[src/rtl/dp_rr_sched.sv]
// dp_rr_sched - round-robin scheduler sharing one datapath among NUM_REQ requesters.
//
// Grants one requester at a time for a bounded burst, muxes its data onto the
// shared datapath input and sequences valid/ready beats. Each grant is followed
// by exactly one dead cycle, so the datapath never sees back-to-back beats from
// different requesters.
//
// Ports:
//   clk, rst        clock (rising edge), asynchronous active-high reset
//   req             per-requester request level, held while data is pending
//   req_data        packed per-requester data, slice i = [i*DATA_W2 +: DATA_W2]
//   req_last        per-requester last-beat marker, qualified with the beat
//   gnt, gnt_id     registered one-hot grant and index of current/last grant
//   dp_data_in      data to the shared datapath (holds last driven value)
//   dp_valid        beat valid to the datapath
//   dp_ready        datapath accepts beat
//   busy            high whenever the scheduler is not idle
//   timeout_err     single-cycle pulse when a stalled burst is aborted
//
// Build option: define SCHED_TIMEOUT_EN to abort bursts stalled for TIMEOUT
// consecutive cycles; otherwise a burst waits indefinitely for dp_ready.
module dp_rr_sched #(
    parameter int unsigned NUM_REQ   = 4,
    parameter int unsigned DATA_W2   = 5,
    parameter int unsigned MAX_BURST = 8,
    parameter int unsigned TIMEOUT   = 15
) (
    input  logic                       clk,
    input  logic                       rst,
    input  logic [NUM_REQ-1:0]         req,
    input  logic [NUM_REQ*DATA_W2-1:0] req_data,
    input  logic [NUM_REQ-1:0]         req_last,
    output logic [NUM_REQ-1:0]         gnt,
    output logic [$clog2(NUM_REQ)-1:0] gnt_id,
    output logic [DATA_W2-1:0]         dp_data_in,
    output logic                       dp_valid,
    input  logic                       dp_ready,
    output logic                       busy,
    output logic                       timeout_err
);

    localparam int unsigned ID_W = $clog2(NUM_REQ);
    localparam int unsigned BC_W = $clog2(MAX_BURST + 1);

    typedef enum logic [1:0] {
        ST_IDLE    = 2'd0,
        ST_BURST   = 2'd1,
        ST_RELEASE = 2'd2
    } state_e;

    state_e               state_q, state_d;
    logic [NUM_REQ-1:0]   gnt_q, gnt_d;
    logic [ID_W-1:0]      gnt_id_q, gnt_id_d;
    logic [ID_W-1:0]      ptr_q, ptr_d;
    logic [BC_W-1:0]      beat_cnt_q, beat_cnt_d;
    logic [DATA_W2-1:0]   hold_q, hold_d;
    logic                 busy_q, busy_d;

    logic [DATA_W2-1:0]   slice [NUM_REQ];
    logic [DATA_W2-1:0]   cur_data;
    logic                 cur_req;
    logic                 cur_last;
    logic                 xfer;
    logic                 burst_end;
    logic                 found;
    logic [ID_W-1:0]      win;

`ifdef SCHED_TIMEOUT_EN
    localparam int unsigned TC_W = $clog2(TIMEOUT + 1);
    logic [TC_W-1:0]      stall_cnt_q, stall_cnt_d;
    logic                 tmo_q, tmo_d;
`else
    // TIMEOUT is accepted for a uniform interface but has no effect in this build.
    if (TIMEOUT == 0) begin : g_timeout_unused
    end
`endif

    // Unpack the per-requester data slices.
    for (genvar i = 0; i < NUM_REQ; i++) begin : g_slice
        assign slice[i] = req_data[i*DATA_W2 +: DATA_W2];
    end

    // Signals of the currently granted requester.
    assign cur_req  = req[gnt_id_q];
    assign cur_last = req_last[gnt_id_q];
    assign cur_data = slice[gnt_id_q];

    assign dp_valid   = (state_q == ST_BURST) && cur_req;
    assign dp_data_in = dp_valid ? cur_data : hold_q;
    assign xfer       = dp_valid && dp_ready;

    // Round-robin search starting just after the last winner.
    always_comb begin
        found = 1'b0;
        win   = ptr_q;
        for (int unsigned k = 1; k <= NUM_REQ; k++) begin
            if (!found && req[(32'(ptr_q) + k) % NUM_REQ]) begin
                found = 1'b1;
                win   = ID_W'((32'(ptr_q) + k) % NUM_REQ);
            end
        end
    end

    // Next-state and output logic.
    always_comb begin
        state_d    = state_q;
        gnt_d      = gnt_q;
        gnt_id_d   = gnt_id_q;
        ptr_d      = ptr_q;
        beat_cnt_d = beat_cnt_q;
        hold_d     = hold_q;
        burst_end  = 1'b0;
`ifdef SCHED_TIMEOUT_EN
        stall_cnt_d = stall_cnt_q;
        tmo_d       = 1'b0;
`endif

        unique case (state_q)
            ST_IDLE: begin
                if (found) begin
                    state_d    = ST_BURST;
                    gnt_d      = NUM_REQ'(1) << win;
                    gnt_id_d   = win;
                    ptr_d      = win;
                    beat_cnt_d = '0;
                end
            end

            ST_BURST: begin
                if (dp_valid) begin
                    hold_d = cur_data;
                end
                if (xfer) begin
                    if (beat_cnt_q != BC_W'(MAX_BURST)) begin
                        beat_cnt_d = beat_cnt_q + 1'b1;
                    end
                    // Last marker and MAX_BURST together still give a single end.
                    if (cur_last || (beat_cnt_q == BC_W'(MAX_BURST - 1))) begin
                        burst_end = 1'b1;
                    end
                end else if (!cur_req) begin
                    // Requester withdrew with nothing valid.
                    burst_end = 1'b1;
                end
`ifdef SCHED_TIMEOUT_EN
                else begin
                    // Valid but stalled; a transfer would have reset the count instead.
                    if (stall_cnt_q == TC_W'(TIMEOUT - 1)) begin
                        burst_end = 1'b1;
                        tmo_d     = 1'b1;
                    end else begin
                        stall_cnt_d = stall_cnt_q + 1'b1;
                    end
                end
                if (xfer) begin
                    stall_cnt_d = '0;
                end
`endif
                if (burst_end) begin
                    state_d    = ST_RELEASE;
                    gnt_d      = '0;
                    beat_cnt_d = '0;
`ifdef SCHED_TIMEOUT_EN
                    stall_cnt_d = '0;
`endif
                end
            end

            ST_RELEASE: begin
                state_d    = ST_IDLE;
                gnt_d      = '0;
                beat_cnt_d = '0;
            end

            default: begin
                state_d = ST_IDLE;
                gnt_d   = '0;
            end
        endcase

        busy_d = (state_d != ST_IDLE);
    end

    // State and output registers.
    always_ff @(posedge clk or posedge rst) begin
        if (rst) begin
            state_q    <= ST_IDLE;
            gnt_q      <= '0;
            gnt_id_q   <= '0;
            ptr_q      <= ID_W'(NUM_REQ - 1);
            beat_cnt_q <= '0;
            hold_q     <= '0;
            busy_q     <= 1'b0;
`ifdef SCHED_TIMEOUT_EN
            stall_cnt_q <= '0;
            tmo_q       <= 1'b0;
`endif
        end else begin
            state_q    <= state_d;
            gnt_q      <= gnt_d;
            gnt_id_q   <= gnt_id_d;
            ptr_q      <= ptr_d;
            beat_cnt_q <= beat_cnt_d;
            hold_q     <= hold_d;
            busy_q     <= busy_d;
`ifdef SCHED_TIMEOUT_EN
            stall_cnt_q <= stall_cnt_d;
            tmo_q       <= tmo_d;
`endif
        end
    end

    assign gnt    = gnt_q;
    assign gnt_id = gnt_id_q;
    assign busy   = busy_q;

`ifdef SCHED_TIMEOUT_EN
    assign timeout_err = tmo_q;
`else
    assign timeout_err = 1'b0;
`endif

endmodule

[config.mk]
export PLATFORM = sky130hd
export DESIGN_NAME = dp_rr_sched
export DESIGN_NICKNAME = d
export VERILOG_FILES = /design/src/rtl/dp_rr_sched.sv
export SDC_FILE = /design/constraint.sdc
export NUM_CORES = 1
export LEC_CHECK = 0
export CAP_MARGIN = 25
export CORE_AREA = 8 8 69 71
export CTS_BUF_LIST = sky130_fd_sc_hd__clkbuf_2
export DETAILED_ROUTE_END_ITERATION = 16
export DIE_AREA = 0 0 77 79
export PLACE_DENSITY = 0.7
export SLEW_MARGIN = 10
export SYNTH_ARGS = -nofsm -noshare
export SYNTH_HDL_FRONTEND = slang
export SYNTH_SLANG_ARGS = --single-unit
[constraint.sdc]
create_clock -name clk -period 5.08 [get_ports clk]
set_input_delay 1.016 -clock clk [delete_from_list [all_inputs] [get_ports clk]]
set_output_delay 1.016 -clock clk [all_outputs]
set_load 0.02 [all_outputs]
==> flow_metrics.tcl <==
set metrics [dict create \
    outcome "complete, no violations" \
    synth-edff-count 0 \
    cts_hold_repair.buffers 0 \
    yosys_register_bits 20 \
    start_kind "input port" \
    rrSetupSlack_ps 2640 \
    synthCells 111 \
    synth_area_um2 1230 \
    finClkSkew_ps 3.13 \
    synth_flop_cell "dfrtp_1" \
    rows 23 \
    crit_top_cell "clkdlybuf4s50_1" \
    maxCapViolCount 0 \
    post_cts_resized 0 \
    nets 188 \
    first_global_vias 1088 \
    drt-total-wl_um 3240 \
    drc 0 \
    crit_path_end_kind "output port" \
    clock_latency_ps 310 \
    grt_setup_unrepaired "false" \
    groute.usage.overall_pct 10.7 \
    final_cell_mix "clkdlybuf4s50_1 (43), dfrtp_1 (18), nand2_1 (15)" \
    dr.pass1.iters 4 \
    htreeDepth 1 \
    critPathArrivalTime_ps 3370 \
    final-max-slew-violation-count 0 \
    clockRootBuffer "clkbuf_2" \
    cts_setup_buffers 0 \
    clkSinkCount 20 \
    timing.rr.start "gnt_id[0]" \
    antenna_found_initial 0 \
    grt_pass1_wl_um 5330 \
    vias_per_cell 5.16 \
    max_slew.worst_pin.slew_ps 743 \
    max-vdd-ir-drop_v 0.000167 \
    final_cells 204 \
    ys_seq_area_share_pct 40.9 \
    whs_endpoint "hold_q[0]" \
    core-area_um2 3800 \
    yosys_warnings 0 \
    setup_viol 0 \
    crit_chain "clkdlybuf4s50_1, mux4_2, nand3b_1, mux2_2, clkdlybuf4s50_1" \
    place_hpwl_um 2550 \
    diodes 0 \
    r2r_end "gnt[0]" \
    syn_to_final_growth_pct 39.3 \
    final.setup.tns_ps 0 \
    grt_max_degree 21 \
    min_period_ps 4390 \
    dp_cells 200 \
    start_util_pct 32.4 \
    die_area_um2 6080 \
    use_met2_pct 18.3 \
    layout_commonest_cell "clkdlybuf4s50_1" \
    syn_nets 144 \
    slew_headroom_pct 50.4 \
    crit_type "in2out" \
    cp.required_ps 4060 \
    p_leak_nw 0.750 \
    gp_congestion 0.734 \
    timing.fmax_ghz 0.228 \
    synthArstFlopShare_pct 100 \
    fp.dieW_um 77 \
    drt_iter0_markers 36 \
    busiest_layer "met2" \
    vias 1052 \
    clk_pin_slew_worst_paths_ps 180 \
    fin_crit_sh_pct 86.4 \
    use_met1_pct 12.1 \
    final_layout_size_suffix_gt1_share_pct 12.3 \
    die_h_um 79 \
    cpMaxStageDelayCell "clkdlybuf4s50_1" \
    hold_path.startpoint "hold_q[0]" \
    grt_overflow 0 \
    use_met3_pct 4.18 \
    hold_path_class "reg2reg" \
    max_stage_delay_ps 540 \
    cts.path.max_buffers 2 \
    ys_types 38 \
    fillers 355 \
    total_power_uw 909 \
    hold_depth 2 \
    numPortBuffers 43 \
    p_per_area_nw_per_um2 531 \
    syn_area_per_cell_um2 11.1 \
    numCtsBuffers 3 \
    final_antenna_net_count 0 \
    worstPathMaxFanout 11 \
    io_pins 45 \
    cts_tree "yes" \
    r2r.worst_path.cells 5 \
    hold_viol_final 0 \
    drt-wirelength-per-cell_um 15.9 \
]
[how the worst max path moves through the flow]
stage | startpoint | endpoint | slack, ps
final | req[2] | dp_data_in[4] | 690
after global placement | req[2] | dp_data_in[4] | 720
after CTS | req[2] | dp_data_in[4] | 690
after global routing | req[2] | dp_data_in[2] | 580
after detailed placement | req[2] | dp_data_in[4] | 710
after floorplan | req[3] | dp_data_in[1] | 1860
[metrics by stage]
| stage | setup slack, ps | hold slack, ps | utilization, % | cell area [um2] |
|---|---|---|---|---|
| final | 690 | 497 | 45.1 | 1710 |
| after detailed placement | 710 | 458 | 44.6 | 1690 |
| after global routing | 579 | 522 | 45.1 | 1710 |
| after CTS | 686 | 498 | 45.1 | 1710 |
| after global placement | 724 | 455 | 44.6 | 1690 |
| after floorplan | 1860 | 439 | - | 1230 |
[worst max-delay path, delay by kind of cell]
| kind | cells | cell delay, ps |
|---|---|---|
| buf+inv | 2 | 1020 |
| mux | 2 | 920 |
| simple gates | 1 | 420 |
[layout make-up]
type	instances	area, um2	area share, %
Timing Repair Buffer	43	430	25.1
Tap cell	50	62.6	3.65
Clock inverter	1	3.75	0.219
Sequential cell	20	503	29.4
Clock buffer	3	15.0	0.877
Multi-Input combinational cell	80	672	39.2
Inverter	7	26.3	1.53
[metal layers]
metal	up-vias	share of wire, %	wire length [um]
li1	493	-	-
met1	503	41	1340
met2	50	49	1570
met3	6	8.7	280
met4	0	1.3	42
met5	-	0	0
[registers in the layout, summed over array words and instances, names as in the netlist]
register and cells:
beat_cnt_q 4, state_q 2, hold_q 5, ptr_q 2, gnt 4, busy 1
gnt_id 2
[power breakdown]
group,internal (mW),leakage (nW),switching [mW]
clock network,0.0171,0.0140,0.0489
logic,0.282,0.486,0.257
registers,0.232,0.249,0.0721
total,0.531,0.750,0.378
[cell usage after synthesis (2+ instances only)]
master | number | area share, %
mux4_1 | 5 | 11
nand2_1 | 15 | 4.6
mux2_2 | 9 | 8.2
ha_1 | 2 | 2.0
buf_2 | 2 | 0.81
a32o_1 | 3 | 2.4
dfrtp_1 | 18 | 37
dfstp_2 | 2 | 4.3
nand2b_1 | 2 | 1.0
nor2b_1 | 4 | 2.0
inv_1 | 7 | 2.1
nor2_1 | 9 | 2.7
o21ai_0 | 4 | 1.6
a22o_1 | 5 | 3.6
[cells by family (layout without fill, tap and decap cells)]
group / count (synthesis) / in the layout / synth area share, %
flip-flops: 20 / 20 / 40.9
adder cells (fa/ha/maj): 2 / 2 / 2.03
AND/OR/NAND/NOR: 42 / 42 / 18.8
multiplexers: 16 / 16 / 21.6
buffers and inverters: 11 / 54 / 4.48
other: 1 / 1 / 0.305
AO/OA/AOI/OAI: 19 / 19 / 11.9
Note: power is estimated with default switching activity, not from simulation.
